### config.mk
export PLATFORM = sky130hd
export DESIGN_NAME = mips_multicycle_core
export DESIGN_NICKNAME = d
export VERILOG_FILES = /design/src/rtl/mips_pkg.sv /design/src/rtl/mips_mc_regfile.sv /design/src/rtl/mips_multicycle_core.sv
export SDC_FILE = /design/constraint.sdc
export NUM_CORES = 2
export LEC_CHECK = 0
export BUFFER_PORTS_ARGS = -buffer_cell sky130_fd_sc_hd__buf_2
export CORE_ASPECT_RATIO = 1.5
export CORE_MARGIN = 5
export CORE_UTILIZATION = 50
export CTS_BUF_LIST = sky130_fd_sc_hd__clkbuf_8
export DETAILED_ROUTE_END_ITERATION = 10
export GPL_TIMING_DRIVEN = 1
export PLACE_DENSITY = 0.68
export SYNTH_ARGS = -nofsm -noshare
export SYNTH_HDL_FRONTEND = slang
export SYNTH_SLANG_ARGS = --single-unit
### constraint.sdc
create_clock -name clk -period 42.3 [get_ports clk]
set_input_delay 8.46 -clock clk [delete_from_list [all_inputs] [get_ports clk]]
set_output_delay 8.46 -clock clk [all_outputs]
set_load 0.05 [all_outputs]
### src/rtl/mips_pkg.sv
// Shared definitions for the multi-cycle MIPS32-subset core.
// Holds the opcode/funct encodings of the supported instructions, the ALU
// operation and core state enumerations, and a helper that assembles a
// big-endian store word from its bytes (byte 0 lands in bits [31:24]).
package mips_pkg;

    localparam logic [5:0] OP_RTYPE = 6'h00;
    localparam logic [5:0] OP_J     = 6'h02;
    localparam logic [5:0] OP_BEQ   = 6'h04;
    localparam logic [5:0] OP_BNE   = 6'h05;
    localparam logic [5:0] OP_ADDI  = 6'h08;
    localparam logic [5:0] OP_LW    = 6'h23;
    localparam logic [5:0] OP_SW    = 6'h2B;

    localparam logic [5:0] FN_SYSCALL = 6'h0C;
    localparam logic [5:0] FN_ADD     = 6'h20;
    localparam logic [5:0] FN_SUB     = 6'h22;
    localparam logic [5:0] FN_AND     = 6'h24;
    localparam logic [5:0] FN_OR      = 6'h25;
    localparam logic [5:0] FN_SLT     = 6'h2A;

    typedef enum logic [2:0] {
        ALU_ADD,
        ALU_SUB,
        ALU_AND,
        ALU_OR,
        ALU_SLT
    } alu_op_e;

    typedef enum logic [2:0] {
        ST_FETCH,
        ST_DECODE,
        ST_EXEC,
        ST_MEM,
        ST_WB,
        ST_HALT
    } core_state_e;

    function automatic logic [31:0] be_pack(input logic [7:0] b0, input logic [7:0] b1,
                                            input logic [7:0] b2, input logic [7:0] b3);
        return {b0, b1, b2, b3};
    endfunction

endpackage

### src/rtl/mips_mc_regfile.sv
// 32 x 32-bit register file for the multi-cycle core.
// Ports:
//   clk, rst        clock and asynchronous active-high clear of all registers
//   ra1, ra2 / rd1, rd2   two asynchronous read ports ($0 always reads 0)
//   we, wa, wd      synchronous write port (writes to $0 are dropped)
module mips_mc_regfile (
    input  logic        clk,
    input  logic        rst,
    input  logic [4:0]  ra1,
    input  logic [4:0]  ra2,
    output logic [31:0] rd1,
    output logic [31:0] rd2,
    input  logic        we,
    input  logic [4:0]  wa,
    input  logic [31:0] wd
);

    logic [31:0] regs_q [32];

    always_ff @(posedge clk or posedge rst) begin
        if (rst) begin
            for (int i = 0; i < 32; i++) begin
                regs_q[i] <= '0;
            end
        end else if (we && (wa != 5'd0)) begin
            regs_q[wa] <= wd;
        end
    end

    // $0 is hard-wired so the array entry never matters.
    assign rd1 = (ra1 == 5'd0) ? 32'd0 : regs_q[ra1];
    assign rd2 = (ra2 == 5'd0) ? 32'd0 : regs_q[ra2];

endmodule

### src/rtl/mips_multicycle_core.sv
// Multi-cycle MIPS32-subset core sharing one memory port for fetch and data.
// Ports:
//   clk, rst      clock, asynchronous active-high reset
//   mem_req/we/addr/wdata   request to memory, held stable until mem_ready
//   mem_rdata, mem_ready    memory response (rdata valid when ready=1)
//   pc            address of the instruction in flight
//   retire        one-cycle pulse as an instruction completes
//   halted, trap  sticky status: halted by syscall/trap, trap on illegal/misaligned
module mips_multicycle_core
    import mips_pkg::*;
#(
    parameter int          ADDR_W   = 32,
    parameter logic [31:0] RESET_PC = 32'h0000_0000,
    parameter bit          TRAP_EN  = 1'b1
) (
    input  logic              clk,
    input  logic              rst,
    output logic              mem_req,
    output logic              mem_we,
    output logic [ADDR_W-1:0] mem_addr,
    output logic [31:0]       mem_wdata,
    input  logic [31:0]       mem_rdata,
    input  logic              mem_ready,
    output logic [ADDR_W-1:0] pc,
    output logic              retire,
    output logic              halted,
    output logic              trap
);

    core_state_e       state_q, state_d;
    logic [ADDR_W-1:0] pc_q, pc_d;
    logic [31:0]       ir_q, ir_d, a_q, a_d, b_q, b_d, alu_q, alu_d, mdr_q, mdr_d;
    logic              halted_q, halted_d, trap_q, trap_d;

    logic [5:0]        opcode, funct;
    logic [4:0]        rs, rt, rd;
    logic [31:0]       imm_sext, alu_b, alu_y, rf_rd1, rf_rd2, rf_wd, jump_full;
    logic [ADDR_W-1:0] pc_plus4, branch_target, jump_target;
    logic [4:0]        rf_wa;
    logic              rf_we, is_legal, taken, req_c;
    alu_op_e           alu_op;

    assign opcode   = ir_q[31:26];
    assign rs       = ir_q[25:21];
    assign rt       = ir_q[20:16];
    assign rd       = ir_q[15:11];
    assign funct    = ir_q[5:0];
    assign imm_sext = {{16{ir_q[15]}}, ir_q[15:0]};

    // pc_q stays on the current instruction, so both branch and jump targets
    // are formed from pc+4; the jump keeps the top nibble of pc+4 and any
    // bits above ADDR_W are dropped by the final truncation.
    assign pc_plus4      = pc_q + ADDR_W'(32'd4);
    assign branch_target = pc_plus4 + ADDR_W'({imm_sext[29:0], 2'b00});
    assign jump_full     = (32'(pc_plus4) & 32'hF000_0000) | {4'b0000, ir_q[25:0], 2'b00};
    assign jump_target   = ADDR_W'(jump_full);
    assign taken         = (a_q == b_q) ^ (opcode == OP_BNE);

    mips_mc_regfile u_regfile (
        .clk (clk),
        .rst (rst),
        .ra1 (rs),
        .ra2 (rt),
        .rd1 (rf_rd1),
        .rd2 (rf_rd2),
        .we  (rf_we),
        .wa  (rf_wa),
        .wd  (rf_wd)
    );

    // Recognise the supported instruction set; anything else is illegal.
    always_comb begin
        is_legal = 1'b0;
        case (opcode)
            OP_RTYPE: begin
                case (funct)
                    FN_ADD, FN_SUB, FN_AND, FN_OR, FN_SLT, FN_SYSCALL: is_legal = 1'b1;
                    default:                                           is_legal = 1'b0;
                endcase
            end
            OP_J, OP_BEQ, OP_BNE, OP_ADDI, OP_LW, OP_SW: is_legal = 1'b1;
            default:                                     is_legal = 1'b0;
        endcase
    end

    // ALU: R-type selects by funct against B, everything else adds the immediate.
    always_comb begin
        alu_op = ALU_ADD;
        alu_b  = imm_sext;
        if (opcode == OP_RTYPE) begin
            alu_b = b_q;
            case (funct)
                FN_SUB:  alu_op = ALU_SUB;
                FN_AND:  alu_op = ALU_AND;
                FN_OR:   alu_op = ALU_OR;
                FN_SLT:  alu_op = ALU_SLT;
                default: alu_op = ALU_ADD;
            endcase
        end
        case (alu_op)
            ALU_SUB: alu_y = a_q - alu_b;
            ALU_AND: alu_y = a_q & alu_b;
            ALU_OR:  alu_y = a_q | alu_b;
            ALU_SLT: alu_y = {31'd0, $signed(a_q) < $signed(alu_b)};
            default: alu_y = a_q + alu_b;
        endcase
    end

    // Sequencing: next-state, datapath register loads and memory port drive.
    always_comb begin
        state_d   = state_q;
        pc_d      = pc_q;
        ir_d      = ir_q;
        a_d       = a_q;
        b_d       = b_q;
        alu_d     = alu_q;
        mdr_d     = mdr_q;
        halted_d  = halted_q;
        trap_d    = trap_q;
        req_c     = 1'b0;
        mem_we    = 1'b0;
        mem_addr  = pc_q;
        mem_wdata = 32'd0;
        retire    = 1'b0;
        rf_we     = 1'b0;
        rf_wa     = rd;
        rf_wd     = alu_q;
        case (state_q)
            ST_FETCH: begin
                req_c = 1'b1;
                if (mem_ready) begin
                    ir_d    = mem_rdata;
                    state_d = ST_DECODE;
                end
            end
            ST_DECODE: begin
                a_d = rf_rd1;
                b_d = rf_rd2;
                if (!is_legal && TRAP_EN) begin
                    halted_d = 1'b1;
                    trap_d   = 1'b1;
                    state_d  = ST_HALT;
                end else begin
                    state_d = ST_EXEC;
                end
            end
            ST_EXEC: begin
                // Illegal opcodes only get here with traps disabled: retire as a nop.
                if (!is_legal) begin
                    retire  = 1'b1;
                    pc_d    = pc_plus4;
                    state_d = ST_FETCH;
                end else begin
                    case (opcode)
                        OP_RTYPE: begin
                            if (funct == FN_SYSCALL) begin
                                halted_d = 1'b1;
                                state_d  = ST_HALT;
                            end else begin
                                alu_d   = alu_y;
                                state_d = ST_WB;
                            end
                        end
                        OP_LW, OP_SW: begin
                            alu_d = alu_y;
                            if (alu_y[1:0] == 2'b00) begin
                                state_d = ST_MEM;
                            end else if (TRAP_EN) begin
                                halted_d = 1'b1;
                                trap_d   = 1'b1;
                                state_d  = ST_HALT;
                            end else begin
                                retire  = 1'b1;
                                pc_d    = pc_plus4;
                                state_d = ST_FETCH;
                            end
                        end
                        OP_BEQ, OP_BNE: begin
                            retire  = 1'b1;
                            pc_d    = taken ? branch_target : pc_plus4;
                            state_d = ST_FETCH;
                        end
                        OP_J: begin
                            retire  = 1'b1;
                            pc_d    = jump_target;
                            state_d = ST_FETCH;
                        end
                        default: begin
                            alu_d   = alu_y;
                            state_d = ST_WB;
                        end
                    endcase
                end
            end
            ST_MEM: begin
                req_c    = 1'b1;
                mem_addr = ADDR_W'(alu_q);
                if (opcode == OP_SW) begin
                    mem_we    = 1'b1;
                    mem_wdata = be_pack(b_q[31:24], b_q[23:16], b_q[15:8], b_q[7:0]);
                end
                if (mem_ready) begin
                    if (opcode == OP_SW) begin
                        retire  = 1'b1;
                        pc_d    = pc_plus4;
                        state_d = ST_FETCH;
                    end else begin
                        mdr_d   = mem_rdata;
                        state_d = ST_WB;
                    end
                end
            end
            ST_WB: begin
                rf_we = 1'b1;
                if (opcode != OP_RTYPE) begin
                    rf_wa = rt;
                    rf_wd = (opcode == OP_LW) ? mdr_q : alu_q;
                end
                retire  = 1'b1;
                pc_d    = pc_plus4;
                state_d = ST_FETCH;
            end
            ST_HALT: begin
                state_d = ST_HALT;
            end
            default: begin
                state_d = ST_HALT;
            end
        endcase
    end

    // State and datapath registers.
    always_ff @(posedge clk or posedge rst) begin
        if (rst) begin
            state_q  <= ST_FETCH;
            pc_q     <= ADDR_W'(RESET_PC);
            ir_q     <= '0;
            a_q      <= '0;
            b_q      <= '0;
            alu_q    <= '0;
            mdr_q    <= '0;
            halted_q <= 1'b0;
            trap_q   <= 1'b0;
        end else begin
            state_q  <= state_d;
            pc_q     <= pc_d;
            ir_q     <= ir_d;
            a_q      <= a_d;
            b_q      <= b_d;
            alu_q    <= alu_d;
            mdr_q    <= mdr_d;
            halted_q <= halted_d;
            trap_q   <= trap_d;
        end
    end

    // Reset parks the FSM in FETCH, so the request is masked while rst is high
    // to drop it immediately and abandon any pending store.
    assign mem_req = req_c & ~rst;
    assign pc      = pc_q;
    assign halted  = halted_q;
    assign trap    = trap_q;

endmodule

# Word-level counts from Yosys, hierarchy flattened
# Cells that the tools add are included.
dict set report op_classes {
  addsub 4
  reduce_logical 24
  bitwise_logic 11
  eq_ne 33
  magnitude_cmp 5
  n_mux 59
}
# op count
set op_table {}
lappend op_table {{bitwise mux 1024 bit} 1}
lappend op_table {{2-to-1 mux 32 bit} 19}
lappend op_table {{binary-select mux 32 bit (select 5 bit)} 2}
lappend op_table {{demux 32 bit (select 5 bit)} 1}
lappend op_table {{one-hot mux 32 bit (2 select lines)} 2}
lappend op_table {{one-hot mux 32 bit (4 select lines)} 1}
lappend op_table {{one-hot mux 32 bit (3 select lines)} 1}
lappend op_table {{adder 32 bit} 2}
lappend op_table {{equality test 6 bit (second input constant)} 7}
lappend op_table {{adder 32 x 3 -> 32 bit (second input constant)} 1}
lappend op_table {{bitwise AND 32 bit} 1}
lappend op_table {{equality test 32 bit} 1}
lappend op_table {{< comparator 32 bit} 1}
lappend op_table {{OR 32 x 28 -> 32 bit} 1}
lappend op_table {{OR 32 bit} 1}
lappend op_table {{subtractor 32 bit} 1}
lappend op_table {{2-to-1 mux 3 bit} 7}
lappend op_table {{>= comparator 6 bit (second input constant)} 3}
lappend op_table {{NOT 5 -> 6 bit} 3}
lappend op_table {{!= test 2 bit (second input constant)} 8}
lappend op_table {{2-to-1 mux 1 bit} 15}
lappend op_table {{one-hot mux 3 bit (5 select lines)} 1}
lappend op_table {{equality test 3 x 2 -> 1 bit (second input constant)} 4}
lappend op_table {{equality test 6 x 3 -> 1 bit (second input constant)} 2}
lappend op_table {{32 further kinds} 50}
dict set report totals {
  register_bits 1221
  in_bits 35
  elab_cells 177
}

# Depth between registers and ports, before layout
dict set report depth {
  word_depth 10
  ltp_mapped 20
  ltp_nobuf 18
}

# Modules after synthesis
# Synthesis repeated with hierarchy kept, for this count alone.
dict set report hier_totals {
  cells_unflattened 5510
  hier_area_um2 71338.4
}
# mod area_per_inst_um2 cells_each n_inst
set by_module_without_submodules {}
lappend by_module_without_submodules {mips_mc_regfile 54772.5 3614 1}
lappend by_module_without_submodules {mips_multicycle_core 16565.9 1896 1}

# Worst setup path before layout
# No wires, ideal clock.
dict set report synth_path {
  kind {input-to-output}
  from {in mem_ready}
  to {out retire}
  stages 3
  path_slack_ns 24.466
  t_arrival_ns 9.374
  n_path_buf 1
  path_cell_list {a221oi_4 > inv_2 > clkbuf_1}
}
dict set report synth_between {
  elab_chain_cells 2
}
# item line_no
set synth_lines {}
lappend synth_lines {{start, declared} mips_multicycle_core.sv:23} ;# input logic mem_ready,
lappend synth_lines {{2-to-1 mux 1 bit} mips_multicycle_core.sv:202} ;# if (mem_ready) begin
lappend synth_lines {{one-hot mux 1 bit (3 select lines)} mips_multicycle_core.sv:128} ;# case (state_q)
lappend synth_lines {{end, declared} mips_multicycle_core.sv:25} ;# output logic retire,
# No other way between the ends.

# Worst setup path in the final report
# Same ends and word-level chain as after synthesis.

==> metrics.md <==
| Metric | Value |
|---|---|
| Nets | `6,822` |
| CTS root buffer | `clkbuf_8` |
| FF+latch count, synth | `1,219` |
| First-pass GRT wire length | `355.8 mm` |
| Met2 wire length | `112.6 mm` |
| Final Cycle Share | `43.57%` |
| R2R setup slack | `35.99 ns` |
| DP Area | `70,100 sq um` |
| Worst Path Required | `33.84 ns` |
| FILL cells | `11.92k` |
| Synthesized area | `68,290 sq um` |
| Worst Hold Class | `reg -> reg` |
| Slew Limit Fails | `0` |
| 1st-iter DRT viols | `6,103` |
| Clock sinks | `1,219` |
| Synth Instances | `6,863` |
| Worst-margin pin slew | `1.278 ns` |
| Number of max-cap violations | `0` |
| FF+latch area | `30,540 sq um` |
| EDFF count, synth | `0` |
| Top-count cell post-synth | `dfrtp_1` |
| Hold Vio Cnt, Final | `0` |
| Clk buf depth | `3` |
| DPL Wire Length | `145.6 mm` |
| Setup skew after layout | `0.06352 ns` |
| Mean Syn Cell Area | `9.950 sq um` |
| CORE AREA | `136,000 sq um` |
| Worst-Skew Late Latency | `0.94 ns` |
| CTS Buf Count | `182` |
| Final Cell Area | `73,890 sq um` |
| Final cell count without fillers | `8,569` |
| RSZ-0062 raised after global routing | `no` |
| Routed length per placed instance | `27.82 um` |
| Via count | `56.07k` |
| Overall Global Routing Usage | `32.41%` |
| Worst reg2reg startpoint | `ir_q[29]` |
| Pre-Repair DR Iteration Count | `9` |
| Drt drc | `0` |
| Status | `finished, final reports clean` |
| Vias per cell | `6.543` |
| CP endpoint kind | `output pin` |
| Slew HR | `13.90%` |
| Largest net degree at the start of global routing | `195` |
| Vias in the first global route | `55.41k` |
| Arr. time, crit path | `9.97 ns` |
| Count of cell types in the netlist | `88` |
| Post-synth ARST share | `100.0%` |
| Cts repair resizes | `0` |
| Drt total wl | `238.4 mm` |
| CTS tree | `done` |
| Top cells by area, synth | `dfrtp_1 (45%), mux4_2 (12%), a21oi_1 (5.9%)` |
| Placed cells | `8,237` |
| Worst setup SP type | `primary input` |
| Routed Antenna Nets | `0` |
| Reg2reg end | `alu_q[23]` |
| Die Area | `144,200 sq um` |
| CTS clk-pin slew, worst paths | `0.07 ns` |
| Synth warn | `0` |
| Starting Density | `50.19%` |
| Hold Path Sink | `u_regfile.regs_q[1019]` |
| Fraction of layout cells with a size suffix above 1 | `17.11%` |
| Wire length on met1 | `87.73 mm` |
| Met3 WL post-DR | `20.97 mm` |
| Hold_sp | `u_regfile.regs_q[1019]` |
| Multi-input logic area | `35,300 sq um` |
| Ports | `136` |
| Max frequency | `0.05426 GHz` |
| Area growth, synth to finish | `8.201%` |
| P_leak | `31.23 nW` |
| Final setup vio count | `0` |
| Final TNS setup | `0 ns` |
| Placer Congestion | `0.9909` |
| Synth cell count leaders | `dfrtp_1 (1,219), a21oi_1 (808), nand2_1 (751), nor2_1 (725), o21ai_0 (678)` |
| Antenna violations before repair | `11` |
| Worst Path Max Fanout | `36` |
| Max Used Layer | `met5` |
| Num rows | `166` |
| Hold path depth | `0` |
| Max rail drop VDD | `0.00003368 V` |
| Worst setup path class | `in -> out` |
| Die Wd | `311.7 um` |
| PwrDens | `31.53 nW/um^2` |
| Top-area cell type share of the netlist area | `44.67%` |
| Area leader, netlist | `dfrtp_1` |
| CTS Hold Bufs | `0` |
| Post-CTS Setup Bufs | `0` |
| Min cycle time layout | `18.43 ns` |
| Sequential share of the synthesized area | `44.67%` |
| Primary FF master, synth | `dfrtp_1` |
| GRT overflow | `0` |
| Die Span Y | `462.6 um` |
| R2R depth | `17` |
| I/O Buffers | `133` |
| H-tree depth | `4` |
## where the power goes
part | switching (mW) | internal (mW) | leakage [nW] | total (mW)
clock network | 0.490 | 0.520 | 2.14 | 1.01
registers | 0.0128 | 1.17 | 16.9 | 1.19
logic | 0.0987 | 0.0366 | 12.1 | 0.135
## registers in the layout, indices dropped and copies added (netlist names)
signal            count
alu_q                32
trap                  1
b_q                  32
state_q               3
u_regfile.regs_q   1024
mdr_q                32
pc                   30
halted                1
a_q                  32
ir_q                 32
## worst max-delay path, stage by stage
cell and delay [ns]:
buf_2 0.14, a221oi_4 0.33, buf_4 0.36, inv_2 0.33, buf_2 0.32
## metrics by stage
step	setup WS, ns	utilization (%)	power (mW)	hold slack [ns]
floorplan	17.00	-	1.301	0.4451
global placement	23.94	51.53	1.340	0.3805
detailed placement	23.92	51.53	1.341	0.3876
CTS	23.93	54.30	2.337	0.4039
global route	23.87	54.30	2.402	0.4120
finish	23.87	54.31	2.330	0.4008
## worst max-delay path by stage
stage | cells past startpoint | slack (ns) | to | from
after floorplan | 1 | 17.00 | a_q[0] | rst
after global routing | 5 | 23.87 | retire | mem_ready
after global placement | 5 | 23.94 | retire | mem_ready
after detailed placement | 5 | 23.92 | retire | mem_ready
after CTS | 5 | 23.93 | retire | mem_ready
final | 5 | 23.87 | retire | mem_ready
## per-layer routing
metal / up-vias / track usage [%]
met5: - / 0
met4: 8 / 19.26
met3: 804 / 6.876
met2: 2880 / 52.99
met1: 28010 / 39.82
li1: 24370 / -
## placed cells by master (no fill, tap or decap), types with 45 or more instances in the layout
cell type | netlist | final
dfrtp_1 | 1219 | 1209
a21oi_1 | 808 | 807
nand2_1 | 751 | 736
nor2_1 | 725 | 717
o21ai_0 | 678 | 678
mux4_2 | 363 | 363
mux2i_1 | 326 | 294
clkbuf_8 | 0 | 229
inv_1 | 105 | 158
mux2_2 | 150 | 150
o22ai_1 | 134 | 134
buf_2 | 91 | 133
ha_1 | 127 | 127
buf_4 | 3 | 119
o221ai_1 | 97 | 97
xnor2_1 | 78 | 78
nor3_1 | 63 | 63
a21o_1 | 45 | 45
## layout make-up
| type | instances | share of cell area, % |
|---|---|---|
| multi-input combinational | 4891 | 47.77 |
| sequential | 1219 | 41.34 |
| clock buffer | 229 | 4.266 |
| tap | 1764 | 2.987 |
| timing repair buffer | 257 | 2.245 |
| clock inverter | 97 | 0.8331 |
| inverter | 106 | 0.5436 |
| antenna | 6 | 0.02032 |
## cell families after synthesis
kind of cell / after synthesis / synth area share, %
fa+ha+maj: 130 / 2.415
simple gates: 1782 / 10.86
xor+xnor: 100 / 1.294
other cells: 1 / 0.005492
compound gates: 2038 / 17.21
flops: 1219 / 44.67
buf+inv: 754 / 4.328
mux: 839 / 19.22
Power figures use the tool's default switching activity.
